**config.mk**
```make
export PLATFORM = sky130hd
export DESIGN_NAME = pipe_hazard_ctrl_flat
export DESIGN_NICKNAME = d
export VERILOG_FILES = /design/src/rtl/pipe_hazard_ctrl_if.sv /design/src/rtl/pipe_hazard_ctrl.sv /design/src/flat_wrapper.sv
export SDC_FILE = /design/constraint.sdc
export NUM_CORES = 1
export LEC_CHECK = 0
export CAP_MARGIN = 25
export CELL_PAD_IN_SITES_DETAIL_PLACEMENT = 1
export CELL_PAD_IN_SITES_GLOBAL_PLACEMENT = 1
export CORE_ASPECT_RATIO = 0.6
export CORE_MARGIN = 3
export CORE_UTILIZATION = 35
export DETAILED_ROUTE_END_ITERATION = 8
export PLACE_DENSITY_LB_ADDON = 0.1
export SYNTH_ARGS = -nofsm -noshare
export SYNTH_HDL_FRONTEND = slang
export SYNTH_SLANG_ARGS = --single-unit
```
**constraint.sdc**
```tcl
create_clock -name clk -period 2.5 [get_ports clk]
set_clock_uncertainty 0.1 [all_clocks]
set_input_delay 0.25 -clock clk [delete_from_list [all_inputs] [get_ports clk]]
set_output_delay 0.25 -clock clk [all_outputs]
set_load 0.02 [all_outputs]
```
**src/rtl/pipe_hazard_ctrl_if.sv**
```systemverilog
// ---------------------------------------------------------------------------
// pipe_hazard_ctrl_if
// Bundles the pipeline-side signals that the hazard controller observes and
// the stall/bubble/counter signals that it drives.
//   master : pipeline side (drives stage information, receives controls)
//   slave  : hazard controller (receives stage information, drives controls)
// Signals:
//   rs1_id, rs2_id           ID-stage source registers
//   rs1_used_id, rs2_used_id ID instruction reads rs1 / rs2
//   rd_ex                    EX-stage destination register
//   mem_read_ex              EX instruction is a load
//   branch_taken_ex          EX redirect (taken branch or jump)
//   mem_req_mem              MEM instruction accesses data memory
//   mem_ready                data memory completes the access this cycle
//   stall_*                  hold the corresponding stage register
//   bubble_*                 load the default value into the stage register
//   cnt_*                    16-bit saturating event counters
//   mem_timeout              sticky memory-wait watchdog flag
// ---------------------------------------------------------------------------
interface pipe_hazard_ctrl_if;
  logic [4:0]  rs1_id;
  logic [4:0]  rs2_id;
  logic        rs1_used_id;
  logic        rs2_used_id;
  logic [4:0]  rd_ex;
  logic        mem_read_ex;
  logic        branch_taken_ex;
  logic        mem_req_mem;
  logic        mem_ready;

  logic        stall_if;
  logic        stall_id;
  logic        stall_ex;
  logic        stall_mem;
  logic        stall_wb;
  logic        bubble_id;
  logic        bubble_ex;
  logic        bubble_mem;
  logic        bubble_wb;
  logic [15:0] cnt_mem_wait;
  logic [15:0] cnt_load_use;
  logic [15:0] cnt_flush;
  logic        mem_timeout;

  modport master (
    output rs1_id, rs2_id, rs1_used_id, rs2_used_id, rd_ex,
           mem_read_ex, branch_taken_ex, mem_req_mem, mem_ready,
    input  stall_if, stall_id, stall_ex, stall_mem, stall_wb,
           bubble_id, bubble_ex, bubble_mem, bubble_wb,
           cnt_mem_wait, cnt_load_use, cnt_flush, mem_timeout
  );

  modport slave (
    input  rs1_id, rs2_id, rs1_used_id, rs2_used_id, rd_ex,
           mem_read_ex, branch_taken_ex, mem_req_mem, mem_ready,
    output stall_if, stall_id, stall_ex, stall_mem, stall_wb,
           bubble_id, bubble_ex, bubble_mem, bubble_wb,
           cnt_mem_wait, cnt_load_use, cnt_flush, mem_timeout
  );
endinterface

```
**src/rtl/pipe_hazard_ctrl.sv**
```systemverilog
// ---------------------------------------------------------------------------
// pipe_hazard_ctrl
// Hazard controller for a five-stage pipeline. Resolves memory-wait stalls,
// load-use stalls and taken-branch flushes with priority
// memory hazard > branch flush > load-use. Stall/bubble controls are
// combinational so they act in the same cycle as the hazard. A two-state FSM
// (RUN / MEM_WAIT) with a saturating wait counter feeds a sticky watchdog.
// Ports:
//   clk    clock
//   rst_n  synchronous active-low reset
//   bus    pipe_hazard_ctrl_if.slave (stage info in, controls/counters out)
// Parameters:
//   WD_LIMIT  memory-wait watchdog limit in cycles (must fit in 7 bits)
// ---------------------------------------------------------------------------
module pipe_hazard_ctrl #(
  parameter int unsigned WD_LIMIT = 64
) (
  input  logic               clk,
  input  logic               rst_n,
  pipe_hazard_ctrl_if.slave  bus
);

  localparam logic [6:0]  WD_LIM7  = 7'(WD_LIMIT);
  localparam logic [6:0]  WCNT_MAX = 7'h7F;
  localparam logic [15:0] CNT_MAX  = 16'hFFFF;

  typedef enum logic {
    RUN      = 1'b0,
    MEM_WAIT = 1'b1
  } state_t;

  state_t      state_q;
  logic [6:0]  wcnt_q;
  logic [15:0] cnt_mem_wait_q, cnt_mem_wait_d;
  logic [15:0] cnt_load_use_q, cnt_load_use_d;
  logic [15:0] cnt_flush_q, cnt_flush_d;
  logic        mem_timeout_q;

  logic mem_hazard;
  logic load_use;
  logic flush_apply;
  logic lu_apply;

  // Hazard detection. x0 is hard-wired zero, so a load targeting it never
  // creates a dependency.
  always_comb begin
    mem_hazard  = bus.mem_req_mem & ~bus.mem_ready;
    load_use    = bus.mem_read_ex && (bus.rd_ex != 5'd0) &&
                  ((bus.rs1_used_id && (bus.rs1_id == bus.rd_ex)) ||
                   (bus.rs2_used_id && (bus.rs2_id == bus.rd_ex)));
    // A branch seen during a memory wait is held in EX, so it is applied
    // in the release cycle rather than lost.
    flush_apply = bus.branch_taken_ex & ~mem_hazard;
    // The flush kills the dependent instruction, so load-use is moot then.
    lu_apply    = load_use & ~mem_hazard & ~bus.branch_taken_ex;
  end

  // Stage controls. During reset every stage is loaded with its default.
  always_comb begin
    bus.stall_if   = 1'b0;
    bus.stall_id   = 1'b0;
    bus.stall_ex   = 1'b0;
    bus.stall_mem  = 1'b0;
    bus.stall_wb   = 1'b0;
    bus.bubble_id  = 1'b0;
    bus.bubble_ex  = 1'b0;
    bus.bubble_mem = 1'b0;
    bus.bubble_wb  = 1'b0;
    if (!rst_n) begin
      bus.bubble_id  = 1'b1;
      bus.bubble_ex  = 1'b1;
      bus.bubble_mem = 1'b1;
      bus.bubble_wb  = 1'b1;
    end else if (mem_hazard) begin
      // Freeze IF..MEM; WB gets a bubble since MEM produces nothing.
      bus.stall_if  = 1'b1;
      bus.stall_id  = 1'b1;
      bus.stall_ex  = 1'b1;
      bus.stall_mem = 1'b1;
      bus.bubble_wb = 1'b1;
    end else if (flush_apply) begin
      bus.bubble_id = 1'b1;
      bus.bubble_ex = 1'b1;
    end else if (lu_apply) begin
      // One bubble suffices: the load moves on to MEM next cycle.
      bus.stall_if  = 1'b1;
      bus.stall_id  = 1'b1;
      bus.bubble_ex = 1'b1;
    end
  end

  // Saturating counter next values.
  always_comb begin
    cnt_mem_wait_d = cnt_mem_wait_q;
    cnt_load_use_d = cnt_load_use_q;
    cnt_flush_d    = cnt_flush_q;
    if (mem_hazard && (cnt_mem_wait_q != CNT_MAX)) begin
      cnt_mem_wait_d = cnt_mem_wait_q + 16'd1;
    end
    if (lu_apply && (cnt_load_use_q != CNT_MAX)) begin
      cnt_load_use_d = cnt_load_use_q + 16'd1;
    end
    if (flush_apply && (cnt_flush_q != CNT_MAX)) begin
      cnt_flush_d = cnt_flush_q + 16'd1;
    end
  end

  // FSM, wait counter, watchdog and counters.
  always_ff @(posedge clk) begin
    if (!rst_n) begin
      state_q        <= RUN;
      wcnt_q         <= 7'd0;
      cnt_mem_wait_q <= 16'd0;
      cnt_load_use_q <= 16'd0;
      cnt_flush_q    <= 16'd0;
      mem_timeout_q  <= 1'b0;
    end else begin
      cnt_mem_wait_q <= cnt_mem_wait_d;
      cnt_load_use_q <= cnt_load_use_d;
      cnt_flush_q    <= cnt_flush_d;

      if ((state_q == MEM_WAIT) && (wcnt_q >= WD_LIM7)) begin
        mem_timeout_q <= 1'b1;
      end

      case (state_q)
        RUN: begin
          if (mem_hazard) begin
            state_q <= MEM_WAIT;
            wcnt_q  <= 7'd1;
          end
        end
        MEM_WAIT: begin
          // Either completion or an abandoned request ends the wait.
          if (bus.mem_ready || !bus.mem_req_mem) begin
            state_q <= RUN;
            wcnt_q  <= 7'd0;
          end else if (wcnt_q != WCNT_MAX) begin
            wcnt_q <= wcnt_q + 7'd1;
          end
        end
        default: begin
          state_q <= RUN;
          wcnt_q  <= 7'd0;
        end
      endcase
    end
  end

  assign bus.cnt_mem_wait = cnt_mem_wait_q;
  assign bus.cnt_load_use = cnt_load_use_q;
  assign bus.cnt_flush    = cnt_flush_q;
  assign bus.mem_timeout  = mem_timeout_q;

endmodule
```
**src/flat_wrapper.sv**
```systemverilog
// flat-port wrapper written by rule: the top's interface ports become plain ports
module pipe_hazard_ctrl_flat 
#(
  parameter int unsigned WD_LIMIT = 64
)
  (clk, rst_n, bus_rs1_id, bus_rs2_id, bus_rs1_used_id, bus_rs2_used_id, bus_rd_ex, bus_mem_read_ex, bus_branch_taken_ex, bus_mem_req_mem, bus_mem_ready, bus_stall_if, bus_stall_id, bus_stall_ex, bus_stall_mem, bus_stall_wb, bus_bubble_id, bus_bubble_ex, bus_bubble_mem, bus_bubble_wb, bus_cnt_mem_wait, bus_cnt_load_use, bus_cnt_flush, bus_mem_timeout);
  pipe_hazard_ctrl_if bus_i ();
  input  logic clk;
  input  logic rst_n;
  input wire logic [$bits(bus_i.rs1_id)-1:0] bus_rs1_id;
  input wire logic [$bits(bus_i.rs2_id)-1:0] bus_rs2_id;
  input wire logic [$bits(bus_i.rs1_used_id)-1:0] bus_rs1_used_id;
  input wire logic [$bits(bus_i.rs2_used_id)-1:0] bus_rs2_used_id;
  input wire logic [$bits(bus_i.rd_ex)-1:0] bus_rd_ex;
  input wire logic [$bits(bus_i.mem_read_ex)-1:0] bus_mem_read_ex;
  input wire logic [$bits(bus_i.branch_taken_ex)-1:0] bus_branch_taken_ex;
  input wire logic [$bits(bus_i.mem_req_mem)-1:0] bus_mem_req_mem;
  input wire logic [$bits(bus_i.mem_ready)-1:0] bus_mem_ready;
  output wire logic [$bits(bus_i.stall_if)-1:0] bus_stall_if;
  output wire logic [$bits(bus_i.stall_id)-1:0] bus_stall_id;
  output wire logic [$bits(bus_i.stall_ex)-1:0] bus_stall_ex;
  output wire logic [$bits(bus_i.stall_mem)-1:0] bus_stall_mem;
  output wire logic [$bits(bus_i.stall_wb)-1:0] bus_stall_wb;
  output wire logic [$bits(bus_i.bubble_id)-1:0] bus_bubble_id;
  output wire logic [$bits(bus_i.bubble_ex)-1:0] bus_bubble_ex;
  output wire logic [$bits(bus_i.bubble_mem)-1:0] bus_bubble_mem;
  output wire logic [$bits(bus_i.bubble_wb)-1:0] bus_bubble_wb;
  output wire logic [$bits(bus_i.cnt_mem_wait)-1:0] bus_cnt_mem_wait;
  output wire logic [$bits(bus_i.cnt_load_use)-1:0] bus_cnt_load_use;
  output wire logic [$bits(bus_i.cnt_flush)-1:0] bus_cnt_flush;
  output wire logic [$bits(bus_i.mem_timeout)-1:0] bus_mem_timeout;
  assign bus_i.rs1_id = bus_rs1_id;
  assign bus_i.rs2_id = bus_rs2_id;
  assign bus_i.rs1_used_id = bus_rs1_used_id;
  assign bus_i.rs2_used_id = bus_rs2_used_id;
  assign bus_i.rd_ex = bus_rd_ex;
  assign bus_i.mem_read_ex = bus_mem_read_ex;
  assign bus_i.branch_taken_ex = bus_branch_taken_ex;
  assign bus_i.mem_req_mem = bus_mem_req_mem;
  assign bus_i.mem_ready = bus_mem_ready;
  assign bus_stall_if = bus_i.stall_if;
  assign bus_stall_id = bus_i.stall_id;
  assign bus_stall_ex = bus_i.stall_ex;
  assign bus_stall_mem = bus_i.stall_mem;
  assign bus_stall_wb = bus_i.stall_wb;
  assign bus_bubble_id = bus_i.bubble_id;
  assign bus_bubble_ex = bus_i.bubble_ex;
  assign bus_bubble_mem = bus_i.bubble_mem;
  assign bus_bubble_wb = bus_i.bubble_wb;
  assign bus_cnt_mem_wait = bus_i.cnt_mem_wait;
  assign bus_cnt_load_use = bus_i.cnt_load_use;
  assign bus_cnt_flush = bus_i.cnt_flush;
  assign bus_mem_timeout = bus_i.mem_timeout;
  pipe_hazard_ctrl #(.WD_LIMIT(WD_LIMIT)) u_core (.clk(clk), .rst_n(rst_n), .bus(bus_i));
endmodule
```
==> results_dict.tcl, run 1 <==
set metrics [dict create \
    outcome "finished, final reports clean" \
    powerDensity_nw_per_um2 514 \
    ir_worst_vdd_uv 308 \
    ys_types 44 \
    crit_chain "clkdlybuf4s50_1, xor2_1, nor4_2, a32oi_1, or3_1, a21oi_2, buf_4" \
    cp-start-kind "input port" \
    synthFlopType "dfxtp_1" \
    hpwl_um 7550 \
    setup_ws_ns 0.142 \
    core_area_um2 8160 \
    synthesis.nets 395 \
    yosys_warnings 0 \
    yosysTopAreaCellShare 0.375 \
    synth-async-reset-ratio 0 \
    finalCriticalPeriod_ns 2.36 \
    vias_per_cell 5.46 \
    rsz0062_at_grt "no" \
    crit_type "in -> out" \
    io_buffers 79 \
    p_leak_nw 1.43 \
    gp_congestion 0.837 \
    crit_buf_inv 2 \
    min_period_over_period 0.943 \
    drive_gt1_frac 0.0959 \
    synthMuxAreaShare 0.0493 \
    final_nets 492 \
    r2r-start "u_core.bus.cnt_flush[3]" \
    ys_ff_latch 57 \
    crit_start "bus_rs1_id[1]" \
    fmax_mhz 424 \
    detail-route-antenna-nets 0 \
    rows 25 \
    synth_compound_area_frac 0.0818 \
    drc 0 \
    grt_overflow 0 \
    vias 3153 \
    clock_path_buffers 2 \
    whs_ns 0.383 \
    synth-edff-count 0 \
    finalHoldViolCount 0 \
    setup.worst_path.end_class "output pin" \
    diodes 0 \
    max_stage_delay_ns 0.41 \
    cp_max_fo 2 \
    final.setup.tns_ns 0 \
    numCtsBuffers 9 \
    p_total_mw 2.23 \
    io_pins 81 \
    wl_um 10200 \
    postCtsSetupBuffers 0 \
    clock-root-buffer "clkbuf_16" \
    syn_to_final_growth_pct 42.6 \
    synth_top_family_by_area "simple AND/OR/NAND/NOR gates" \
    highest_layer "met4" \
    critPathTopFamily "simple AND/OR/NAND/NOR gates" \
    grt_pass1_wl_um 16900 \
    clock-sinks 57 \
    route.met3.wl_um 460 \
    wl_met2_um 4540 \
    netlist_area_um2 3040 \
    synth_common_cells "dfxtp_1, nand2_1, nor2_1" \
    grt_pass1_vias 3164 \
    track_usage 0.215 \
    start_util 0.373 \
    synth_area_per_cell_um2 8.27 \
    critical_path_required_ns 2.15 \
    synthSimpleGateAreaFrac 0.352 \
    drv_cap 0 \
    die_height_um 78.2 \
    path_clk_slew_ns 0.05 \
    drt_pass1_iterations 4 \
    ys_seq_area_frac 0.375 \
    final-setup-viol-count 0 \
    place_ws_ns -0.529 \
    first_iter_violations 157 \
    h-tree-depth 3 \
    synth_top_area_cell "dfxtp_1" \
    synth_fa_ha_area_frac 0.0164 \
    cts_tree "yes" \
    dieWidth_um 126 \
    fin_cells 577 \
    wl_per_cell_um 17.7 \
    m1WireLength_um 5160 \
    ys_top_cells_by_area "dfxtp_1, xnor2_1, nand2_1, mux2i_1, nor2_1" \
    worstPathArrival_ns 2.01 \
    synthXorXnorAreaFrac 0.0949 \
    die_area_um2 9890 \
    grt_max_degree 22 \
    antenna_found_initial 0 \
    cts_hold_buf 0 \
    synth.most_common_cell "dfxtp_1" \
    dp_cells 562 \
    slowest_stage "clkdlybuf4s50_1" \
    worstHoldStart "u_core.bus.mem_timeout" \
    netlist_instances 368 \
    clk_latency_ns 0.34 \
    hold_class "reg -> reg" \
    drv_slew 0 \
]
stage by stage:
step	cell area [µm²]	utilization
floorplan	3040	-
global placement	4070	0.498
detailed placement	4070	0.498
CTS	4320	0.530
global route	4340	0.532
finish	4340	0.532
kinds of logic (layout without fill, tap and decap cells):
logic type / Yosys count / count (layout)
multiplexers: 15 / 15
flip-flops: 57 / 57
other: 1 / 1
adder cells (fa/ha/maj): 4 / 4
AO/OA/AOI/OAI: 40 / 40
buffers and inverters: 20 / 121
AND/OR/NAND/NOR: 198 / 198
XOR/XNOR: 33 / 33
final cells by class:
cell class | count | area (µm²)
sequential | 57 | 1140
inverter | 4 | 15.0
fill | 950 | 3820
timing repair buffer | 102 | 957
tap | 108 | 135
multi-input combinational | 291 | 1830
clock buffer | 15 | 258
cells in the final DEF (no fill, tap or decap), types with 3 or more instances in the layout:
master           synthesis  routed
inv_1                    3       3
nor4_1                  21      19
nand4_1                 19      19
buf_4                    3      25
nor4_2                   2       4
clkbuf_16                0       9
o21ai_0                  9       9
and2_1                   3       3
ha_1                     4       4
nand2b_1                16      16
and4_1                   4       4
nor3_1                  10      10
and3_1                   4       4
dfxtp_1                 57      57
or4_1                    5       4
nor4b_1                  5       5
a21oi_1                 15      14
nor2_1                  38      38
nand2_1                 41      41
nand3_1                 14      14
xor2_1                   8       8
o31ai_1                  4       4
or3_1                    7       7
clkdlybuf4s50_1          0      73
xnor2_1                 25      25
clkbuf_1                11       5
mux2i_1                 15      15
worst reg2reg max path, cell delays in order (launching register included):
cell and delay, ns:
dfxtp_1 0.44, nand4_2 0.16, or4b_1 0.68, nor4_1 0.43, xnor2_1 0.17, nor2_1 0.05
power breakdown:
| part | total [mW] | internal [mW] | switching [mW] |
|---|---|---|---|
| logic | 0.206 | 0.0958 | 0.110 |
| clock network | 1.10 | 0.692 | 0.404 |
| registers | 0.928 | 0.918 | 0.0103 |
| total | 2.23 | 1.71 | 0.525 |
sequential cells by signal, summed over array words and instances (netlist names):
| signal | count |
|---|---|
| u_core.bus.cnt_mem_wait | 16 |
| u_core.bus.cnt_load_use | 16 |
| u_core.bus.cnt_flush | 16 |
| u_core.state_q | 1 |
| u_core.bus.mem_timeout | 1 |
| u_core.wcnt_q | 7 |
worst paths after layout:
check	to	slack, ns	depth (start not counted)
worst min register to register	u_core.bus.mem_timeout	0.38	2
worst max register to register	u_core.bus.cnt_flush[15]	0.34	5
worst min-delay path	u_core.bus.mem_timeout	0.38	2
worst max-delay path	bus_stall_if	0.14	7
routing by layer:
metal  global-route usage  vias to the layer above
li1                     -                     1537
met1                0.308                     1540
met2                0.313                       68
met3               0.0605                        8
met4               0.0610                        0
met5                    0                        -
repair_timing:
action / in CTS / in global routing
gates resized for setup: 14 / 6
gates cloned: 0 / 0
pin swaps: 3 / 4
endpoints found under the setup margin: 3 / 3
Note: power is estimated with default switching activity, not from simulation.
==> run 2: changes to the inputs <==
Settings changed: CORE_MARGIN 3 to 1.5.
==> run 2 against run 1 <==
  * Highest routed layer unchanged
  * Routed wire length fell by 1.9%
  * Critical path type unchanged
  * Setup slack got worse by 0.054 ns
  * Worst hold slack improved by 0.0096 ns
  * Via count fell by 1.3%
  * Critical endpoint is now bus_stall_id
  * First-iteration DRC count fell by 9.6%
==> results_dict.tcl, run 2 (synthesis gave the netlist of run 1 again) <==
set metrics [dict create \
    outcome "finished, final reports clean" \
    critical_path_required_ns 2.15 \
    min_period_over_period 0.965 \
    clk_latency_ns 0.34 \
    layout_commonest_cell "clkdlybuf4s50_1" \
    syn_to_final_growth_pct 42.3 \
    final-setup-viol-count 0 \
    final_cell_mix "clkdlybuf4s50_1, dfxtp_1, nand2_1" \
    grt_max_degree 32 \
    wl_per_cell_um 17.4 \
    hold_class "reg -> reg" \
    finalHoldViolCount 0 \
    diodes 0 \
    first_iter_violations 142 \
    dieWidth_um 123 \
    powerDensity_nw_per_um2 525 \
    setup.worst_path.end_class "output pin" \
    placed_area_um2 4040 \
    maxSlewHeadroom 0.642 \
    crit_type "in -> out" \
    track_usage 0.230 \
    core_area_um2 8490 \
    worstPathArrival_ns 2.06 \
    p_leak_nw 1.41 \
    worstHoldStart "u_core.bus.cnt_load_use[9]" \
    clock-sinks 57 \
    ir_worst_vdd_uv 324 \
    finalInstanceArea_um2 4330 \
    r2r-start "u_core.bus.cnt_flush[3]" \
    gp_congestion 0.808 \
    fill_cells 1025 \
    drc 0 \
    fin_cells 577 \
    finalCriticalPeriod_ns 2.41 \
    postCtsSetupBuffers 0 \
    antenna_found_initial 0 \
    vias 3111 \
    drt_pass1_iterations 4 \
    die_height_um 75.2 \
    h-tree-depth 3 \
    path_clk_slew_ns 0.05 \
    wl_um 10000 \
    io_buffers 79 \
    final_nets 487 \
    drv_cap 0 \
    grt_pass1_vias 3154 \
    start_util 0.359 \
    crit_start "bus_rd_ex[4]" \
    tightest_slew_ns 0.536 \
    rows 26 \
    die_area_um2 9280 \
    drv_slew 0 \
    cp_max_fo 3 \
    fmax_mhz 415 \
    detail-route-antenna-nets 0 \
    drive_gt1_frac 0.0946 \
    grt_overflow 0 \
    io_pins 81 \
    grt_pass1_wl_um 16100 \
    final.setup.tns_ns 0 \
    clock-root-buffer "clkbuf_16" \
    vias_per_cell 5.39 \
    dp_cells 561 \
    clock_path_buffers 2 \
    hpwl_um 7110 \
    cts_tree "yes" \
    cp-start-kind "input port" \
    numCtsBuffers 9 \
]
-- run 2: cell types whose count changed in the layout (fill, tap and decap cells not counted) --
cell and change:
dlygate4sd2_1 +1, clkinv_2 +3, clkbuf_8 +1, or4_1 +1, clkdlybuf4s15_2 +1, a32oi_2 +1, clkbuf_2 -1, a32oi_1 -1
buf_4 -5, clkbuf_1 -3, dlymetal6s2s_1 -1, or4_4 -1
-- run 2: worst paths after layout --
kind | to | slack, ns | cells past startpoint
setup reg to reg | u_core.bus.cnt_flush[9] | 0.37 | 4
hold / removal | u_core.bus.cnt_load_use[9] | 0.39 | 2
setup / recovery | bus_stall_id | 0.09 | 7
hold reg to reg | u_core.bus.cnt_load_use[9] | 0.39 | 2
-- run 2: layout make-up --
type,instances,area (µm²),area share
clock buffers,13,260,0.0601
clock inverters,3,15.0,0.00347
inverters,4,15.0,0.00347
multi-input cells,291,1840,0.424
flip-flops and latches,57,1140,0.263
well taps,112,140,0.0324
repair buffers,97,922,0.213
-- run 2: worst max-delay path, stage by stage --
cell and delay (ns):
clkdlybuf4s50_1 0.49, xor2_1 0.22, nor4_2 0.21, a32oi_2 0.18, or3_1 0.38, a21oi_2 0.17
buf_4 0.17
-- run 2: metal layers --
layer	share of wire	track usage	up-vias
met5	0	0	-
li1	-	-	1522
met3	0.042	0.0682	15
met4	0.015	0.0715	0
met1	0.49	0.309	1515
met2	0.45	0.359	59
-- run 2: where the power goes --
part / total, mW / switching [mW] / internal (mW)
clock network: 1.15 / 0.430 / 0.719
registers: 0.926 / 0.00955 / 0.917
logic: 0.200 / 0.110 / 0.0899
total: 2.28 / 0.550 / 1.73
-- run 2: repair_timing --
| action | CTS | global route |
|---|---|---|
| resized for setup | 16 | 4 |
| pin swaps | 2 | 2 |
| hold buffers | 0 | 0 |
| setup endpoints to repair | 3 | 3 |
-- run 2: metrics by stage --
stage	total power, mW	util	hold slack [ns]	worst slack (ns)
after floorplan	1.04	-	0.306	0.222
after global placement	1.14	0.475	0.356	-0.334
after detailed placement	1.14	0.475	0.379	-0.500
after CTS	2.30	0.508	0.396	0.0275
after global routing	2.36	0.510	0.422	-0.0224
final	2.28	0.510	0.392	0.0878
